===== config.mk =====
export PLATFORM = sky130hd
export DESIGN_NAME = apb_mac_txq13
export DESIGN_NICKNAME = d
export VERILOG_FILES = /design/src/rtl/apb_mac_txq_pkg13.sv /design/src/rtl/txq_fifo13.sv /design/src/rtl/apb_mac_txq13.sv
export SDC_FILE = /design/constraint.sdc
export NUM_CORES = 1
export LEC_CHECK = 0
export CAP_MARGIN = 40
export CORE_UTILIZATION = 50
export CTS_BUF_LIST = sky130_fd_sc_hd__clkbuf_2
export DETAILED_ROUTE_END_ITERATION = 8
export PLACE_DENSITY = 0.7
export RECOVER_POWER = 100
export SLEW_MARGIN = 40
export SYNTH_ARGS = -nofsm -noshare
export SYNTH_HDL_FRONTEND = slang
export SYNTH_SLANG_ARGS = --single-unit

===== constraint.sdc =====
create_clock -name pclk13 -period 13.8 [get_ports pclk13]
set_input_delay 2.76 -clock pclk13 [delete_from_list [all_inputs] [get_ports pclk13]]
set_output_delay 2.76 -clock pclk13 [all_outputs]
set_load 0.02 [all_outputs]

===== src/rtl/apb_mac_txq_pkg13.sv =====
// Shared constants for the MAC transmit queue: register offsets, CTRL/STATUS
// bit positions and the FIFO entry layout ({last, data}).
package apb_mac_txq_pkg13;

  localparam int DATA_W  = 32;
  localparam int ENTRY_W = DATA_W + 1;

  localparam logic [6:0] ADDR_DATA   = 7'h00;
  localparam logic [6:0] ADDR_LAST   = 7'h04;
  localparam logic [6:0] ADDR_CTRL   = 7'h08;
  localparam logic [6:0] ADDR_STATUS = 7'h0C;
  localparam logic [6:0] ADDR_FRAMES = 7'h10;

  localparam int CTRL_EN_BIT    = 0;
  localparam int CTRL_FLUSH_BIT = 1;

  localparam int STAT_LEVEL_LSB = 0;
  localparam int STAT_EMPTY_BIT = 8;
  localparam int STAT_FULL_BIT  = 9;

endpackage


===== src/rtl/txq_fifo13.sv =====
// Synchronous DEPTH x ENTRY_W FIFO; the extra pointer bit separates full from empty.
module txq_fifo13
  import apb_mac_txq_pkg13::*;
#(
  parameter int DEPTH = 8,
  localparam int AW = $clog2(DEPTH),
  localparam int PW = AW + 1
) (
  input  logic               i_clk,
  input  logic               i_rst,
  input  logic               i_push,
  input  logic               i_pop,
  input  logic               i_flush,
  input  logic [ENTRY_W-1:0] i_din,
  output logic [ENTRY_W-1:0] o_dout,
  output logic               o_full,
  output logic               o_empty,
  output logic [PW-1:0]      o_level
);

  logic [ENTRY_W-1:0] r_mem [DEPTH];
  logic [PW-1:0]      r_wr_ptr;
  logic [PW-1:0]      r_rd_ptr;
  logic               w_do_push;
  logic               w_do_pop;

  assign w_do_push = i_push & ~o_full;
  assign w_do_pop  = i_pop & ~o_empty;

  // Flush overrides a same-cycle pop; a push never coincides with flush at the top.
  always_ff @(posedge i_clk or posedge i_rst) begin
    if (i_rst) begin
      r_wr_ptr <= '0;
      r_rd_ptr <= '0;
      for (int i = 0; i < DEPTH; i++) r_mem[i] <= '0;
    end else if (i_flush) begin
      r_wr_ptr <= '0;
      r_rd_ptr <= '0;
    end else begin
      if (w_do_push) begin
        r_mem[r_wr_ptr[AW-1:0]] <= i_din;
        r_wr_ptr                <= r_wr_ptr + PW'(1);
      end
      if (w_do_pop) r_rd_ptr <= r_rd_ptr + PW'(1);
    end
  end

  assign o_level = r_wr_ptr - r_rd_ptr;
  assign o_empty = (r_wr_ptr == r_rd_ptr);
  assign o_full  = (o_level == PW'(DEPTH));
  assign o_dout  = r_mem[r_rd_ptr[AW-1:0]];

endmodule


===== src/rtl/apb_mac_txq13.sv =====
// APB-fed transmit queue for the MAC: pushes words into a FIFO, drains them as a
// valid/ready stream with a last marker, and stalls APB pushes while full.
module apb_mac_txq13
  import apb_mac_txq_pkg13::*;
#(
  parameter int DEPTH = 8,
  parameter int CNT_W = 16
) (
  input  logic              pclk13,
  input  logic              preset13,
  input  logic              psel13,
  input  logic              penable13,
  input  logic              pwrite13,
  input  logic [6:0]        paddr13,
  input  logic [DATA_W-1:0] pwdata13,
  output logic [DATA_W-1:0] prdata13,
  output logic              pready13,
  output logic [DATA_W-1:0] tx_data13,
  output logic              tx_last13,
  output logic              tx_valid13,
  input  logic              tx_ready13
);

  localparam int PW = $clog2(DEPTH) + 1;

  logic [6:0]         w_addr;
  logic               w_unused_addr;
  logic               w_access;
  logic               w_push_addr;
  logic               w_wr_done;
  logic               w_push;
  logic               w_flush;
  logic               w_pop;
  logic               w_full;
  logic               w_empty;
  logic [PW-1:0]      w_level;
  logic [ENTRY_W-1:0] w_head;
  logic               r_en;
  logic [CNT_W-1:0]   r_frames;

  assign w_addr        = {paddr13[6:2], 2'b00};
  assign w_unused_addr = ^paddr13[1:0];
  assign w_access      = psel13 & penable13;
  assign w_push_addr   = (w_addr == ADDR_DATA) | (w_addr == ADDR_LAST);

  // Registered full only: a pop in the stalled cycle frees the slot for the next one.
  assign pready13  = ~(w_access & pwrite13 & w_push_addr & w_full);
  assign w_wr_done = w_access & pready13 & pwrite13;
  assign w_push    = w_wr_done & w_push_addr;
  assign w_flush   = w_wr_done & (w_addr == ADDR_CTRL) & pwdata13[CTRL_FLUSH_BIT];

  assign tx_valid13             = r_en & ~w_empty;
  assign w_pop                  = tx_valid13 & tx_ready13;
  assign {tx_last13, tx_data13} = w_head;

  txq_fifo13 #(.DEPTH(DEPTH)) u_fifo (
    .i_clk   (pclk13),
    .i_rst   (preset13),
    .i_push  (w_push),
    .i_pop   (w_pop),
    .i_flush (w_flush),
    .i_din   ({(w_addr == ADDR_LAST), pwdata13}),
    .o_dout  (w_head),
    .o_full  (w_full),
    .o_empty (w_empty),
    .o_level (w_level)
  );

  // A FRAMES write beats a same-cycle increment; a flushed pop is not a sent frame.
  always_ff @(posedge pclk13 or posedge preset13) begin
    if (preset13) begin
      r_en     <= 1'b0;
      r_frames <= '0;
    end else begin
      if (w_wr_done && (w_addr == ADDR_CTRL)) r_en <= pwdata13[CTRL_EN_BIT];
      if (w_wr_done && (w_addr == ADDR_FRAMES))
        r_frames <= '0;
      else if (w_pop && tx_last13 && !w_flush)
        r_frames <= r_frames + CNT_W'(1);
    end
  end

  always_comb begin
    prdata13 = '0;
    if (w_access && !pwrite13) begin
      case (w_addr)
        ADDR_CTRL:   prdata13[CTRL_EN_BIT] = r_en;
        ADDR_STATUS: begin
          prdata13[STAT_LEVEL_LSB +: 8] = 8'(w_level);
          prdata13[STAT_EMPTY_BIT]      = w_empty;
          prdata13[STAT_FULL_BIT]       = w_full;
        end
        ADDR_FRAMES: prdata13[CNT_W-1:0] = r_frames;
        default:     prdata13 = '0;
      endcase
    end
  end

endmodule

==> impl_metrics.toml <==
[outcome]
status = "complete, but fails checks"
violations = "max-capacitance violations, max-slew violations"

[floorplan]
initial_utilization_pct = 50.70
die_h_um = 169.8
io_pins = 112
rows = 61
die-area_um2 = 28850
core_um2 = 27780
die_x_um = 169.8

[finish]
finish.instance_area_um2 = 15530
layout-area-overhead-vs-synth_pct = 10.24
layout-drive-gt1-share_pct = 27.87
fin_nets = 1143

[yosys]
synth_edf_count = 0
synth_top_family_by_area = "multiplexers"
synthXorXnorAreaFrac_pct = 1.048
synthSimpleGateAreaFrac_pct = 6.857
ys_ff_latch = 289
async_flop_share_pct = 100.0
synthAdderAreaFrac_pct = 0.6751
yosysWarnings = 0
synth_cell_types = 51
synth_compound_gate_area_share_pct = 1.128
synthesis.area_um2 = 14090
ys_seq_area_share_pct = 51.34
ys.flop_type = "dfrtp_1"
muxShareOfSynthArea_pct = 35.38
syn-instance-count = 961
avgSynthCellArea_um2 = 14.66

[setup_path]
crit_arrival_ps = 5880
crit_type = "primary input to output port"
required_ps = 11040
reg2reg_slack_ps = 7270
timing.rr.start = "u_fifo.r_rd_ptr[1]"
crit_start = "paddr13[2]"
crit_chain = "dlygate4sd3_1 > nand2b_1 > nor4_1 > inv_1 > nor2_1 > and2_1 > dlygate4sd3_1"
crit_fanout = 8
crit_path_end_kind = "output port"
r2r_cells = 8
critPathLaunchType = "primary input"
crit_slowest_cell = "nor4_1"
endpoint = "prdata13[6]"
critPathMaxStageDelay_ps = 800
path_common_cell = "dlygate4sd3_1"
timing.rr.end = "u_fifo.r_mem[28]"

[power]
ir_drop_mv = 0.07970
p_total_mw = 1.895
leakagePower_nw = 7.826
powerDensity_nw_per_um2 = 122.0

[clocking]
cts_buffers = 77
post_cts_resized = 0
cts_tree = "yes"
h-tree-depth = 3
clk_pin_slew_ps = 90
cts-root-buf = "clkbuf_2"
clock_sinks = 289
clk_latency_ps = 850
clock_path_buffers = 3
post_cts_buffers = 0
postCtsHoldBufs = 0

[timing]
setup_viol_count_final = 0
tightest_slew_ps = 6393
layout_min_cycle_time_ps = 8643
hold_violations = 0
tns_ps = 0
hold_ws_ps = 486.4
skew_ps = 61.36
period_share_pct = 62.63
rsz0062_at_grt = "no"
max_freq_mhz = 115.7
maxSlewViolCount = 473
slew_headroom_pct = -328.6

[min_path]
min_from = "u_fifo.r_mem[8]"
hold_depth = 1
hold_class = "flop to flop"

[routing]
top_layer_used = "met4"
totalWireLength_um = 29250
met3_length_um = 1442
viasPerCell = 5.458
wl_met1_um = 13570
drtPass1Iterations = 6
wl_met2_um = 13880
drt_iter0_drc = 378
drc = 0
wl_per_cell_um = 19.16
postRouteAntennaNets = 0
vias = 8335

[grt]
track_usage_pct = 21.66
grt_start_max_net_pins = 146
grt_pass1_wl_um = 48470
grt_pass1_vias = 8932
antenna_found_initial = 2
grt_overflow = 0

[placement]
gp_congestion = 0.7635
postPlaceCellArea_um2 = 15270
port_buffers = 93
dp_hpwl_um = 16170

[job]
cap_violations = 12
## routing by layer
metal / vias up / track usage [%]
met5: - / 0
met4: 0 / 6.855
met3: 33 / 5.186
met2: 189 / 33.09
met1: 4359 / 30.63
li1: 3754 / -
## per-stage QoR
step,cells,setup WS [ps],utilization [%]
floorplan,976,3063,-
global placement,1390,5450,54.90
detailed placement,1390,5642,54.96
CTS,1526,5641,57.70
global route,1527,4806,55.90
finish,1527,5157,55.90
## synthesized netlist by cell type (2+ instances only)
| cell type | count | area (um^2) |
|---|---|---|
| a22oi_1 | 6 | 45.04 |
| a21oi_1 | 8 | 40.04 |
| dfrtp_1 | 289 | 7232 |
| mux2i_1 | 4 | 40.04 |
| mux4_2 | 66 | 1486 |
| nand3b_1 | 2 | 15.01 |
| xor2_1 | 6 | 52.55 |
| nor4b_1 | 2 | 17.52 |
| inv_1 | 8 | 30.03 |
| nand2b_1 | 4 | 25.02 |
| and2_1 | 11 | 68.82 |
| mux2_2 | 111 | 1250 |
| nand3_1 | 8 | 40.04 |
| or4_1 | 6 | 45.04 |
| nand2_1 | 107 | 401.6 |
| xnor2_1 | 9 | 78.83 |
| clkbuf_1 | 20 | 75.07 |
| buf_1 | 4 | 15.01 |
| nand4_1 | 7 | 43.79 |
| nor4_1 | 8 | 50.05 |
| ha_1 | 6 | 75.07 |
| mux2_4 | 120 | 1802 |
| buf_4 | 17 | 127.6 |
| buf_2 | 15 | 75.07 |
| nor2_1 | 34 | 127.6 |
| and4_1 | 2 | 17.52 |
| nor3_1 | 3 | 15.01 |
| o21ai_0 | 3 | 15.01 |
| mux2_1 | 36 | 405.4 |
| or3_1 | 3 | 18.77 |
| o31ai_1 | 2 | 15.01 |
| buf_6 | 15 | 168.9 |
## worst max-delay path, delay by kind of cell
| family | cells | cell delay, ps |
|---|---|---|
| and+or+nand+nor | 4 | 1570 |
| buffers and inverters | 3 | 1550 |
## where the power goes
part	switching (mW)	internal [mW]	leakage (nW)
clock	0.355	0.285	0.558
sequential	0.0557	0.875	4.01
combinational	0.171	0.152	3.26
## layout make-up
type | instances | area [um^2]
inverter | 10 | 38.79
clock inverter | 29 | 225.2
sequential | 289 | 7236
tap | 378 | 473.0
fill | 2404 | 12250
antenna | 1 | 2.502
timing repair buffer | 107 | 1015
multi-input combinational | 606 | 6003
clock buffer | 107 | 535.5
## layout by cell type (no fill, tap or decap), types with 5 or more instances in the layout
cell type and count:
dlygate4sd3_1 48, clkbuf_2 107, nor4_1 8, nand4_1 7, mux2_2 111, conb_1 16
dfrtp_1 288, a22oi_1 6, mux2_1 151, ha_1 6, clkinv_1 17, and2_1 10
xnor2_1 9, clkinv_2 6, inv_1 7, a21oi_1 8, mux2_4 5, mux4_2 66
clkbuf_1 10, nor2_1 29, nand3_1 8, xor2_1 6, nand2_1 107, clkdlybuf4s50_1 45
## kinds of logic after synthesis
kind of cell	after synthesis
buffers and inverters	81
and+or+nand+nor	207
DFF	289
xor gates and xnor gates	16
other	1
muxes	337
adders and majority gates	7
AOI/OAI and AO/OA	23
## how the worst min path moves through the flow
| stage | end | slack [ps] |
|---|---|---|
| after floorplan | u_fifo.r_mem[67] | 450 |
| after global routing | u_fifo.r_mem[186] | 510 |
| after detailed placement | u_fifo.r_mem[8] | 470 |
| after CTS | u_fifo.r_mem[8] | 490 |
| final | u_fifo.r_mem[8] | 490 |
| after global placement | u_fifo.r_mem[0] | 460 |
## flip-flops by register name, summed over array words and instances, names as in the netlist
name	count
u_fifo.r_mem	264
u_fifo.r_rd_ptr	4
r_en	1
r_frames	16
u_fifo.r_wr_ptr	4
Note: power is estimated with default switching activity, not from simulation.
